===== src/rtl/hsi2rgb.sv =====
// HSI to 8-bit RGB converter: input capture plus four compute stages, globally stalled by output back-pressure.
// Optional output-handshake counter on port oPixCount when HSI2RGB_PIX_COUNT_EN is defined.
module hsi2rgb (
   input  logic       iCLK,
   input  logic       iRST_N,
   input  logic       iValid,
   output logic       oReady,
   input  logic [8:0] iHue,
   input  logic [7:0] iSaturation,
   input  logic [7:0] iIntensity,
   output logic       oValid,
   input  logic       iReady,
   output logic [7:0] oR,
   output logic [7:0] oG,
   output logic [7:0] oB
`ifdef HSI2RGB_PIX_COUNT_EN
  ,output logic [31:0] oPixCount
`endif
);

   localparam int LATENCY = 4;

   function automatic logic [7:0] sat8(input logic [9:0] v);
      if (v > 10'd255) begin
         sat8 = 8'd255;
      end else begin
         sat8 = v[7:0];
      end
   endfunction

   logic       advance;

   logic       v0_q, v0_d;
   logic [8:0] hue0_q, hue0_d;
   logic [7:0] sat0_q, sat0_d;
   logic [7:0] int0_q, int0_d;

   logic       v1_q, v1_d;
   logic [1:0] sec1_q, sec1_d;
   logic [6:0] hp1_q, hp1_d;
   logic [9:0] sum1_q, sum1_d;
   logic [7:0] sat1_q, sat1_d;
   logic [7:0] int1_q, int1_d;

   logic       v2_q, v2_d;
   logic [1:0] sec2_q, sec2_d;
   logic [6:0] hp2_q, hp2_d;
   logic [9:0] sum2_q, sum2_d;
   logic [7:0] min2_q, min2_d;

   logic       v3_q, v3_d;
   logic [1:0] sec3_q, sec3_d;
   logic [9:0] min3_q, min3_d;
   logic [9:0] mid3_q, mid3_d;
   logic [9:0] max3_q, max3_d;

   logic       v4_q, v4_d;
   logic [7:0] r4_q, r4_d;
   logic [7:0] g4_q, g4_d;
   logic [7:0] b4_q, b4_d;

   logic [8:0]  h_w;
   logic [1:0]  sec_w;
   logic [6:0]  hp_w;
   logic [9:0]  sum_w;
   logic [7:0]  inv_s_w;
   logic [15:0] prod16_w;
   logic [7:0]  min_w;
   logic [9:0]  min10_w;
   logic [9:0]  two_min_w;
   logic [9:0]  d_w;
   logic [16:0] prod17_w;
   logic [9:0]  delta_w;

   // Every stage loads only while the output is empty or being consumed
   assign advance = !v4_q || iReady;
   assign oReady  = advance;
   assign oValid  = v4_q;
   assign oR      = r4_q;
   assign oG      = g4_q;
   assign oB      = b4_q;

   // Input capture
   always_comb begin
      v0_d   = v0_q;
      hue0_d = hue0_q;
      sat0_d = sat0_q;
      int0_d = int0_q;
      if (advance) begin
         v0_d   = iValid;
         hue0_d = iHue;
         sat0_d = iSaturation;
         int0_d = iIntensity;
      end else begin
         v0_d   = v0_q;
      end
   end

   // S1: hue wrap, sector split, 3*I
   always_comb begin
      h_w   = hue0_q;
      sec_w = 2'd0;
      hp_w  = 7'd0;
      if (hue0_q >= 9'd360) begin
         h_w = hue0_q - 9'd360;
      end else begin
         h_w = hue0_q;
      end
      if (h_w < 9'd120) begin
         sec_w = 2'd0;
         hp_w  = 7'(h_w);
      end else if (h_w < 9'd240) begin
         sec_w = 2'd1;
         hp_w  = 7'(h_w - 9'd120);
      end else begin
         sec_w = 2'd2;
         hp_w  = 7'(h_w - 9'd240);
      end
      sum_w  = {2'b00, int0_q} + {1'b0, int0_q, 1'b0};
      v1_d   = v1_q;
      sec1_d = sec1_q;
      hp1_d  = hp1_q;
      sum1_d = sum1_q;
      sat1_d = sat1_q;
      int1_d = int1_q;
      if (advance) begin
         v1_d   = v0_q;
         sec1_d = sec_w;
         hp1_d  = hp_w;
         sum1_d = sum_w;
         sat1_d = sat0_q;
         int1_d = int0_q;
      end else begin
         v1_d   = v1_q;
      end
   end

   // S2: min = floor((255-S)*I/255)
   always_comb begin
      inv_s_w  = 8'd255 - sat1_q;
      prod16_w = {8'd0, inv_s_w} * {8'd0, int1_q};
      min_w    = 8'(prod16_w / 16'd255);
      v2_d     = v2_q;
      sec2_d   = sec2_q;
      hp2_d    = hp2_q;
      sum2_d   = sum2_q;
      min2_d   = min2_q;
      if (advance) begin
         v2_d   = v1_q;
         sec2_d = sec1_q;
         hp2_d  = hp1_q;
         sum2_d = sum1_q;
         min2_d = min_w;
      end else begin
         v2_d   = v2_q;
      end
   end

   // S3: interpolate mid/max from the hue offset inside the sector
   always_comb begin
      min10_w   = {2'b00, min2_q};
      two_min_w = {1'b0, min2_q, 1'b0};
      d_w       = sum2_q - (min10_w + two_min_w);
      prod17_w  = {10'd0, hp2_q} * {7'd0, d_w};
      delta_w   = 10'(prod17_w / 17'd120);
      v3_d      = v3_q;
      sec3_d    = sec3_q;
      min3_d    = min3_q;
      mid3_d    = mid3_q;
      max3_d    = max3_q;
      if (advance) begin
         v3_d   = v2_q;
         sec3_d = sec2_q;
         min3_d = min10_w;
         mid3_d = min10_w + delta_w;
         max3_d = sum2_q - two_min_w - delta_w;
      end else begin
         v3_d   = v3_q;
      end
   end

   // S4: route min/mid/max to channels and saturate
   always_comb begin
      v4_d = v4_q;
      r4_d = r4_q;
      g4_d = g4_q;
      b4_d = b4_q;
      if (advance) begin
         v4_d = v3_q;
         case (sec3_q)
            2'd0: begin
               r4_d = sat8(max3_q);
               g4_d = sat8(mid3_q);
               b4_d = sat8(min3_q);
            end
            2'd1: begin
               r4_d = sat8(min3_q);
               g4_d = sat8(max3_q);
               b4_d = sat8(mid3_q);
            end
            2'd2: begin
               r4_d = sat8(mid3_q);
               g4_d = sat8(min3_q);
               b4_d = sat8(max3_q);
            end
            default: begin
               r4_d = 8'd0;
               g4_d = 8'd0;
               b4_d = 8'd0;
            end
         endcase
      end else begin
         v4_d = v4_q;
      end
   end

   // Pipeline state registers
   always_ff @(posedge iCLK) begin
      if (!iRST_N) begin
         v0_q <= 1'b0; hue0_q <= 9'd0; sat0_q <= 8'd0; int0_q <= 8'd0;
         v1_q <= 1'b0; sec1_q <= 2'd0; hp1_q <= 7'd0; sum1_q <= 10'd0;
         sat1_q <= 8'd0; int1_q <= 8'd0;
         v2_q <= 1'b0; sec2_q <= 2'd0; hp2_q <= 7'd0; sum2_q <= 10'd0; min2_q <= 8'd0;
         v3_q <= 1'b0; sec3_q <= 2'd0; min3_q <= 10'd0; mid3_q <= 10'd0; max3_q <= 10'd0;
         v4_q <= 1'b0; r4_q <= 8'd0; g4_q <= 8'd0; b4_q <= 8'd0;
      end else begin
         v0_q <= v0_d; hue0_q <= hue0_d; sat0_q <= sat0_d; int0_q <= int0_d;
         v1_q <= v1_d; sec1_q <= sec1_d; hp1_q <= hp1_d; sum1_q <= sum1_d;
         sat1_q <= sat1_d; int1_q <= int1_d;
         v2_q <= v2_d; sec2_q <= sec2_d; hp2_q <= hp2_d; sum2_q <= sum2_d; min2_q <= min2_d;
         v3_q <= v3_d; sec3_q <= sec3_d; min3_q <= min3_d; mid3_q <= mid3_d; max3_q <= max3_d;
         v4_q <= v4_d; r4_q <= r4_d; g4_q <= g4_d; b4_q <= b4_d;
      end
   end

`ifdef HSI2RGB_PIX_COUNT_EN
   logic [31:0] cnt_q, cnt_d;

   // Output handshake count, wraps naturally at 2^32
   always_comb begin
      if (v4_q && iReady) begin
         cnt_d = cnt_q + 32'd1;
      end else begin
         cnt_d = cnt_q;
      end
   end

   // Counter register
   always_ff @(posedge iCLK) begin
      if (!iRST_N) begin
         cnt_q <= 32'd0;
      end else begin
         cnt_q <= cnt_d;
      end
   end

   assign oPixCount = cnt_q;
`endif

endmodule


===== config.mk =====
export PLATFORM = sky130hd
export DESIGN_NAME = hsi2rgb
export DESIGN_NICKNAME = d
export VERILOG_FILES = /design/src/rtl/hsi2rgb.sv
export SDC_FILE = /design/constraint.sdc
export NUM_CORES = 1
export LEC_CHECK = 0
export BUFFER_PORTS_ARGS = -buffer_cell sky130_fd_sc_hd__buf_2
export CORE_MARGIN = 1
export CORE_UTILIZATION = 40
export CTS_CLUSTER_SIZE = 8
export DETAILED_ROUTE_END_ITERATION = 10
export GPL_ROUTABILITY_DRIVEN = 0
export SLEW_MARGIN = 20
export SYNTH_ARGS = -nofsm -noshare
export SYNTH_HDL_FRONTEND = slang
export SYNTH_SLANG_ARGS = --single-unit

===== constraint.sdc =====
create_clock -name iCLK -period 13.4 [get_ports iCLK]
set_clock_uncertainty 0.05 [all_clocks]
set_input_delay 2.01 -clock iCLK [delete_from_list [all_inputs] [get_ports iCLK]]
set_output_delay 2.01 -clock iCLK [all_outputs]
set_load 0.005 [all_outputs]

==> results.ini, run 1 <==
[yosys]
synth_compound_area_frac=0.2413
yosysMostFrequentCell=nand2_1
synth_cell_types=100
synthAdderAreaFrac=0.2141
synth_warnings=0
synth_top_family_by_area=compound AO/OA/AOI/OAI gates
synth_common_cells=nand2_1, inv_1, dfxtp_1
synth_mux_area_frac=0.01558
async_flop_share=0
postSynthCellCount=1961
ys_seq_elements=145
synth-edff-count=0
synth_nets=2197
syn-cell-area_um2=15420
yosys-top-cells-area=dfxtp_1, fa_1, ha_1, nand2_1, a21boi_0
synth-main-ff-cell=dfxtp_1
seq_area_frac_synth=0.1883
synth_top_cell_by_area=dfxtp_1
yosys.area_share.xor_xnor=0.04090
yosys.area_share.simple=0.2354
synth_top_area_frac=0.1883
avgSynthCellArea_um2=7.863

[power]
p_per_area_nw_per_um2=251.0
vdd.ir_drop.worst_v=0.0002428
leakagePower_nw=7.635

[sta]
postLayoutSetupSlackWorst_ns=0.5702
period_share=0.9574
worstMarginPinSlew_ns=0.9885
post-route-min-period_ns=12.83
hold_viol=0
relSlewSlack=0.3387
max_freq_mhz=77.94
final_max_slew_viol_count=0
finalSetupViolCount=0

[clock_tree]
cts_buffers=17
cts_root_buf=clkbuf_16
cts_tree=yes
clock_latency_ns=0.43
clock_path_buffers=2
postCtsHoldBufs=0
cts_htree_levels=4
clkSinkCount=145
clkTransAtPathRegs_ns=0.07

[critical_path]
path_max_fanout=8
cp_slowest_stage_delay_ns=0.55
cp-end-kind=flop
cp_slowest_cell=or4_1
cp.required_ns=13.68
rr_worst_depth=52
critical_path_class=reg2reg
start_kind=flop
critical_path.startpoint=min2_q[1]$_SDFFE_PN0P_
r2r_end=max3_q[9]$_SDFFE_PN0P_
crit_arrival_ns=13.11
r2r_slack_ns=0.57
r2r-start=min2_q[1]$_SDFFE_PN0P_

[floorplanning]
pin_count=55
coreArea_um2=37760
die_h_um=198.3
rows=71
initial_core_util=0.4084
die_width_um=198.3
die_area_um2=39330

[min_path]
hold_depth=2
min_to=hp1_q[0]$_SDFFE_PN0P_
hold_class=reg2reg
holdCritStartpoint=hp1_q[0]$_SDFFE_PN0P_

[outcome]
status=finished, final reports clean

[drt]
wirelength_um=36720
antenna_left=0
vias=13480
drc=0
drt_pass1_iterations=5
dr.first_iter.drc_count=823
wl_per_cell_um=14.78
avgViaCountPerCell=5.428

[global_routing]
grt_pass1_wl_um=62200
antenna_found_initial=0
grt_start_max_net_pins=89
grt_pass1_vias=12840
grt.total_usage=0.1905
overflow=0

[layout]
drive_above_1_share=0.09529
postLayoutCoreUtil=0.4468
diodes=0
synthToLayoutAreaGrowth_pct=9.397
layout.nets=2196

[placed_design]
dp_hpwl_um=27740
place_ws_ns=-0.1950
numPortBuffers=54

[run]
cap_violations=0

==> kinds of logic after synthesis <==
family / count (synthesis)
and+or+nand+nor: 731
xor gates and xnor gates: 72
muxes: 22
DFF: 145
buffers and inverters: 261
adders and majority gates: 209
AOI/OAI and AO/OA: 521
==> metrics by stage <==
step | hold slack (ns) | setup TNS [ns] | instances | power, W | cell area, um^2
global placement | 0.4002 | 0 | 2450 | 0.003560 | 16100
floorplan | 0.3898 | 0 | 1961 | 0.002896 | 15420
detailed placement | 0.4043 | -0.1950 | 2450 | 0.003597 | 16100
global route | 0.4268 | -0.1015 | 2484 | 0.004656 | 16870
CTS | 0.4154 | 0 | 2482 | 0.004098 | 16690
finish | 0.4111 | 0 | 2484 | 0.004235 | 16870
==> final cells by class <==
| cell class | instances | area (um^2) |
|---|---|---|
| Fill cell | 3748 | 20890 |
| Clock buffer | 18 | 429.2 |
| Inverter | 168 | 633.1 |
| Multi-Input combinational cell | 1555 | 11700 |
| Clock inverter | 14 | 141.4 |
| Sequential cell | 145 | 2905 |
| Tap cell | 511 | 639.4 |
| Timing Repair Buffer | 73 | 415.4 |
==> registers in the layout, indices dropped and copies added (netlist names), 7 cells and up <==
name,flops
hp2_q,7
hue0_q,9
sat0_q,8
max3_q,10
int0_q,8
hp1_q,7
int1_q,7
oB,8
sat1_q,8
sum2_q,10
mid3_q,10
sum1_q,10
oG,8
min3_q,8
min2_q,8
oR,8
==> worst max-delay path, delay by kind of cell (launching register included) <==
kind            cells  cell delay [ns]
mux                 1             0.41
compound gates     25             4.45
xor+xnor            3             0.47
flops               1             0.38
buf+inv             3             0.19
simple gates       11             3.07
fa+ha+maj           9             3.71
==> worst max path at each step <==
stage	end	slack, ns	cells past startpoint
final	max3_q[9]$_SDFFE_PN0P_	0.57	52
after global routing	max3_q[9]$_SDFFE_PN0P_	-0.10	54
after CTS	max3_q[9]$_SDFFE_PN0P_	0.06	52
after detailed placement	max3_q[9]$_SDFFE_PN0P_	-0.20	53
after global placement	max3_q[9]$_SDFFE_PN0P_	0.10	53
after floorplan	max3_q[9]$_SDFFE_PN0P_	0.83	54
==> layer usage <==
metal | track usage | wire length, um | vias up
li1 | - | - | 6770
met2 | 0.3073 | 16530 | 269
met1 | 0.2717 | 18680 | 6409
met5 | 0 | 0 | -
met4 | 0.04278 | 474 | 0
met3 | 0.01959 | 1024 | 36
==> cells in the final DEF (no fill, tap or decap), drive strengths merged, types with 7 or more instances in the layout <==
master,instances
a2111oi,7
a211oi,19
a21boi,105
a21o,38
a21oi,75
a31oi,9
and2,81
and3,11
buf,73
clkbuf,18
dfxtp,145
fa,92
ha,115
inv,177
mux2,10
mux2i,12
nand2,289
nand2b,48
nand3,35
nand4,12
nor2,101
nor2b,53
nor3,41
nor4,7
o211a,25
o211ai,27
o21a,17
o21ai,103
o311ai,12
o31ai,13
or2,11
or3,12
or4,7
xnor2,49
xor2,23
==> report_power, final <==
part	total [W]	internal (W)	switching, W
clock	0.000458	0.000247	0.000211
sequential	0.000553	0.000505	0.0000486
combinational	0.00322	0.00135	0.00187
total	0.00423	0.00210	0.00213
==> repair_timing <==
item                       CTS  global route
setup buffers                0             2
pin swaps                    0             4
resized for setup            3            43
setup endpoints to repair    1             8
(Power assumes the default switching activity.)
==> inputs of run 2 (changes only) <==
--- a/config.mk
+++ b/config.mk
@@ -11,6 +11,7 @@
 export CTS_CLUSTER_SIZE = 8
 export DETAILED_ROUTE_END_ITERATION = 10
 export GPL_ROUTABILITY_DRIVEN = 0
+export SKIP_CTS_REPAIR_TIMING = 1
 export SLEW_MARGIN = 20
 export SYNTH_ARGS = -nofsm -noshare
 export SYNTH_HDL_FRONTEND = slang
==> constraint.sdc (replaced) <==
create_clock -name iCLK -period 11.9 [get_ports iCLK]
set_clock_uncertainty 0.05 [all_clocks]
set_input_delay 1.785 -clock iCLK [delete_from_list [all_inputs] [get_ports iCLK]]
set_output_delay 1.785 -clock iCLK [all_outputs]
set_load 0.005 [all_outputs]
==> results.ini, run 2 (synthesis gave the netlist of run 1 again) <==
[outcome]
status=finished, final reports clean

[critical_path]
cp-end-kind=flop
crit_arrival_ns=11.96
crit_top_cell=a21o_1
path_max_fanout=8
cp.required_ns=12.17
cp_slowest_stage_delay_ns=0.54
start_kind=flop
cp_slowest_cell=fa_1
critical_path_class=reg2reg

[layout]
final_cell_mix=nand2_1, inv_1, dfxtp_1
synthToLayoutAreaGrowth_pct=19.99
layout_commonest_cell=nand2_1
final_area_um2=18500
multi_input_area_um2=12390
fill_cells=3707
ff_latch_area_um2=2907
fin_cells=2602
diodes=0
drive_above_1_share=0.1889
layout.nets=2314

[floorplanning]
die_area_um2=39330
die_width_um=198.3
die_h_um=198.3
pin_count=55
coreArea_um2=37760
rows=71
initial_core_util=0.4084

[power]
p_comb_frac=0.808
seqPwrFrac=0.103
vdd.ir_drop.worst_v=0.0003514
p_int_w=0.003201
p_sw_w=0.002830
p_clk_frac=0.089
p_sw_frac=0.4692
p_per_area_nw_per_um2=326.0
p_total_w=0.006031
leakagePower_nw=8.321

[clock_tree]
clkSinkCount=145
clock_path_buffers=2
cts_tree=yes
cts_buffers=17
clock_latency_ns=0.42
cts_htree_levels=4
cts_root_buf=clkbuf_16
clkTransAtPathRegs_ns=0.07

[sta]
finalSetupViolCount=0
rsz0062_at_grt=yes
postLayoutSetupSlackWorst_ns=0.2140
fin_setup_tns_ns=0
relSlewSlack=0.09511
final_max_slew_viol_count=0
worstMarginPinSlew_ns=1.353
hold_viol=0
post-route-min-period_ns=11.69
period_share=0.9820
max_freq_mhz=85.57

[global_routing]
grt_pass1_wl_um=63790
grt.total_usage=0.1948
grt_start_max_net_pins=105
overflow=0
grt_pass1_vias=13230
antenna_found_initial=1

[drt]
avgViaCountPerCell=5.322
drc=0
wl_per_cell_um=14.76
drt_pass1_iterations=8
vias=13850
dr.first_iter.drc_count=739
antenna_left=0
wirelength_um=38410

[placed_design]
placed_area_um2=16890
placed_cells=2545
dp_hpwl_um=28510
numPortBuffers=54
place_ws_ns=-0.4634

[run]
cap_violations=0

[min_path]
hold_class=reg2reg

==> run 2: cell count changes in the layout (fill, tap and decap cells not counted), moves of 7 or more <==
cell | previous run | this run
inv_2 | 0 | 7
nor2_1 | 99 | 91
buf_6 | 0 | 8
ha_4 | 0 | 10
buf_4 | 20 | 129
ha_1 | 114 | 103
a21oi_1 | 63 | 55
o21ai_0 | 93 | 81
inv_1 | 167 | 160
==> run 2: final timing paths <==
kind / from / endpoint / slack [ns] / depth (start not counted)
setup / recovery: min2_q[1]$_SDFFE_PN0P_ / max3_q[9]$_SDFFE_PN0P_ / 0.21 / 57
hold / removal: v1_q$_SDFFE_PN0P_ / v1_q$_SDFFE_PN0P_ / 0.41 / 2
setup reg to reg: min2_q[1]$_SDFFE_PN0P_ / max3_q[9]$_SDFFE_PN0P_ / 0.21 / 57
hold reg to reg: v1_q$_SDFFE_PN0P_ / v1_q$_SDFFE_PN0P_ / 0.41 / 2
==> run 2: critical path: cells and delay by family (launching register included) <==
| family | cells | cell delay [ns] |
|---|---|---|
| adders and majority gates | 9 | 3.25 |
| and+or+nand+nor | 9 | 2.02 |
| buffers and inverters | 8 | 0.79 |
| muxes | 1 | 0.09 |
| DFF | 1 | 0.35 |
| AOI/OAI and AO/OA | 25 | 3.95 |
| xor gates and xnor gates | 5 | 1.04 |
==> run 2: cell type report <==
type                       count  area share
timing repair buffer         191     0.07237
tap                          511     0.03456
multi-input combinational   1555      0.6698
sequential                   145      0.1571
clock buffer                  19     0.02448
clock inverter                13    0.007439
inverter                     168     0.03422
==> run 2: metal layers <==
layer  up-vias  track usage  part of all wire
li1       7001            -                 -
met1      6566       0.2784              0.50
met2       241       0.3179              0.46
met3        41      0.01771             0.027
met4         0      0.03876             0.013
met5         -            0                 0
==> run 2: through the flow <==
stage / utilization / hold WS (ns)
3_3_place_gp: 0.4474 / 0.3983
5_1_grt: 0.4900 / 0.4360
3_5_place_dp: 0.4474 / 0.4100
6_report: 0.4900 / 0.4147
2_1_floorplan: - / 0.3898
4_1_cts: 0.4630 / 0.4169
==> run 2: power groups by stage <==
stage / clock network (W) / logic, W / registers (W)
6_report: 0.000538 / 0.00487 / 0.000619
2_1_floorplan: 0 / 0.00268 / 0.000619
4_1_cts: 0.000551 / 0.00395 / 0.000618
3_3_place_gp: 0 / 0.00387 / 0.000626
5_1_grt: 0.000570 / 0.00539 / 0.000629
3_5_place_dp: 0 / 0.00391 / 0.000629
==> inputs of run 3 (changes only) <==
--- a/config.mk
+++ b/config.mk
@@ -6,7 +6,8 @@
 export NUM_CORES = 1
 export LEC_CHECK = 0
 export BUFFER_PORTS_ARGS = -buffer_cell sky130_fd_sc_hd__buf_2
-export CORE_MARGIN = 1
+export CORE_ASPECT_RATIO = 1.5
+export CORE_MARGIN = 2
 export CORE_UTILIZATION = 40
 export CTS_CLUSTER_SIZE = 8
 export DETAILED_ROUTE_END_ITERATION = 10
@@ -16,3 +17,4 @@
 export SYNTH_ARGS = -nofsm -noshare
 export SYNTH_HDL_FRONTEND = slang
 export SYNTH_SLANG_ARGS = --single-unit
+export TNS_END_PERCENT = 30
==> results.ini, run 3 (synthesis gave the netlist of run 1 again) <==
[floorplanning]
pin_count=55
die_area_um2=40170
die_width_um=164.3
rows=88
initial_core_util=0.4036
coreArea_um2=38210
die_h_um=244.5

[sta]
period_share=0.9799
post-route-min-period_ns=11.66
hold_slack_ns=0.4121
fin_setup_tns_ns=0
hold_viol=0
max_freq_mhz=85.75
relSlewSlack=0.1544
postLayoutSetupSlackWorst_ns=0.2387
finalSetupViolCount=0
final_max_slew_viol_count=0
worstMarginPinSlew_ns=1.264
rsz0062_at_grt=yes

[drt]
wl_per_cell_um=15.39
wirelength_um=39710
vias=14000
antenna_left=0
dr.first_iter.drc_count=730
wl_met2_um=21440
met3_length_um=668
drc=0
drt_pass1_iterations=7
avgViaCountPerCell=5.427
drt-met1-wl_um=16470
top_layer=met4

[global_routing]
grt_pass1_vias=13680
grt_pass1_wl_um=64530
grt.total_usage=0.1938
grt_start_max_net_pins=99
antenna_found_initial=0
overflow=0

[outcome]
status=finished, final reports clean

[critical_path]
start_kind=flop
cp-end-kind=flop
critical_path_class=reg2reg
cp_slowest_stage_delay_ns=0.54
cp.required_ns=12.16
crit_top_cell=a21o_1
rr_worst_depth=59
cp_slowest_cell=fa_1
crit_arrival_ns=11.92
path_max_fanout=10

[power]
vdd.ir_drop.worst_v=0.0004077
p_clk_frac=0.086
p_per_area_nw_per_um2=322.5
p_sw_frac=0.4625
p_total_w=0.005870
p_comb_frac=0.808
seqPwrFrac=0.106
leakagePower_nw=8.284
p_int_w=0.003155
p_sw_w=0.002715

[min_path]
hold_depth=2
hold_class=reg2reg

[layout]
diodes=0
drive_above_1_share=0.1765
multi_input_area_um2=12150
fill_cells=3727
layout_commonest_cell=nand2_1
layout.nets=2308
final_cell_mix=nand2_1, inv_1, dfxtp_1
ff_latch_area_um2=2913
synthToLayoutAreaGrowth_pct=18.05

[clock_tree]
clkTransAtPathRegs_ns=0.06
cts_root_buf=clkbuf_16
cts_htree_levels=4
cts_tree=yes
clock_latency_ns=0.43
clkSinkCount=145
cts_buffers=17
clock_path_buffers=2

[placed_design]
numPortBuffers=54
place_ws_ns=-0.3644
dp_hpwl_um=30560

[run]
cap_violations=0

## run 3: metal layers
layer	up-vias	GRT usage
li1	7008	-
met1	6717	0.2206
met2	200	0.3700
met3	77	0.02137
met4	0	0.06089
met5	-	0
## run 3: final timing paths
check                                 to                   start  slack, ns
setup / recovery  max3_q[9]$_SDFFE_PN0P_  min2_q[0]$_SDFFE_PN0P_       0.24
hold / removal        oG[5]$_SDFFE_PN0P_      oG[5]$_SDFFE_PN0P_       0.41
setup reg to reg  max3_q[9]$_SDFFE_PN0P_  min2_q[0]$_SDFFE_PN0P_       0.24
hold reg to reg       oG[5]$_SDFFE_PN0P_      oG[5]$_SDFFE_PN0P_       0.41
## run 3: through the flow
step	util	area, um^2	cells
floorplan	-	15500	1961
global placement	0.4420	16890	2531
global route	0.4764	18200	2580
CTS	0.4567	17450	2563
detailed placement	0.4420	16890	2531
finish	0.4764	18200	2580
## run 3: cell type report
type                    instances  share of cell area
repair buffers                185             0.07266
flip-flops and latches        145              0.1600
multi-input cells            1555              0.6676
inverters                     168             0.03478
clock inverters                14            0.006737
well taps                     495             0.03403
clock buffers                  18             0.02413
## run 3: power groups by stage
stage,combinational [W],clock [W],sequential [W]
floorplan,0.00268,0,0.000619
finish,0.00474,0.000505,0.000623
detailed placement,0.00398,0,0.000633
global route,0.00523,0.000539,0.000630
CTS,0.00400,0.000515,0.000622
global placement,0.00391,0,0.000631
## run 3: worst max-delay path, delay by kind of cell (launching register included)
family | cells | cell delay (ns)
AND/OR/NAND/NOR | 4 | 0.69
adder cells (fa/ha/maj) | 10 | 3.34
XOR/XNOR | 3 | 0.43
multiplexers | 2 | 0.67
AO/OA/AOI/OAI | 30 | 4.80
buffers and inverters | 10 | 1.17
flip-flops | 1 | 0.35
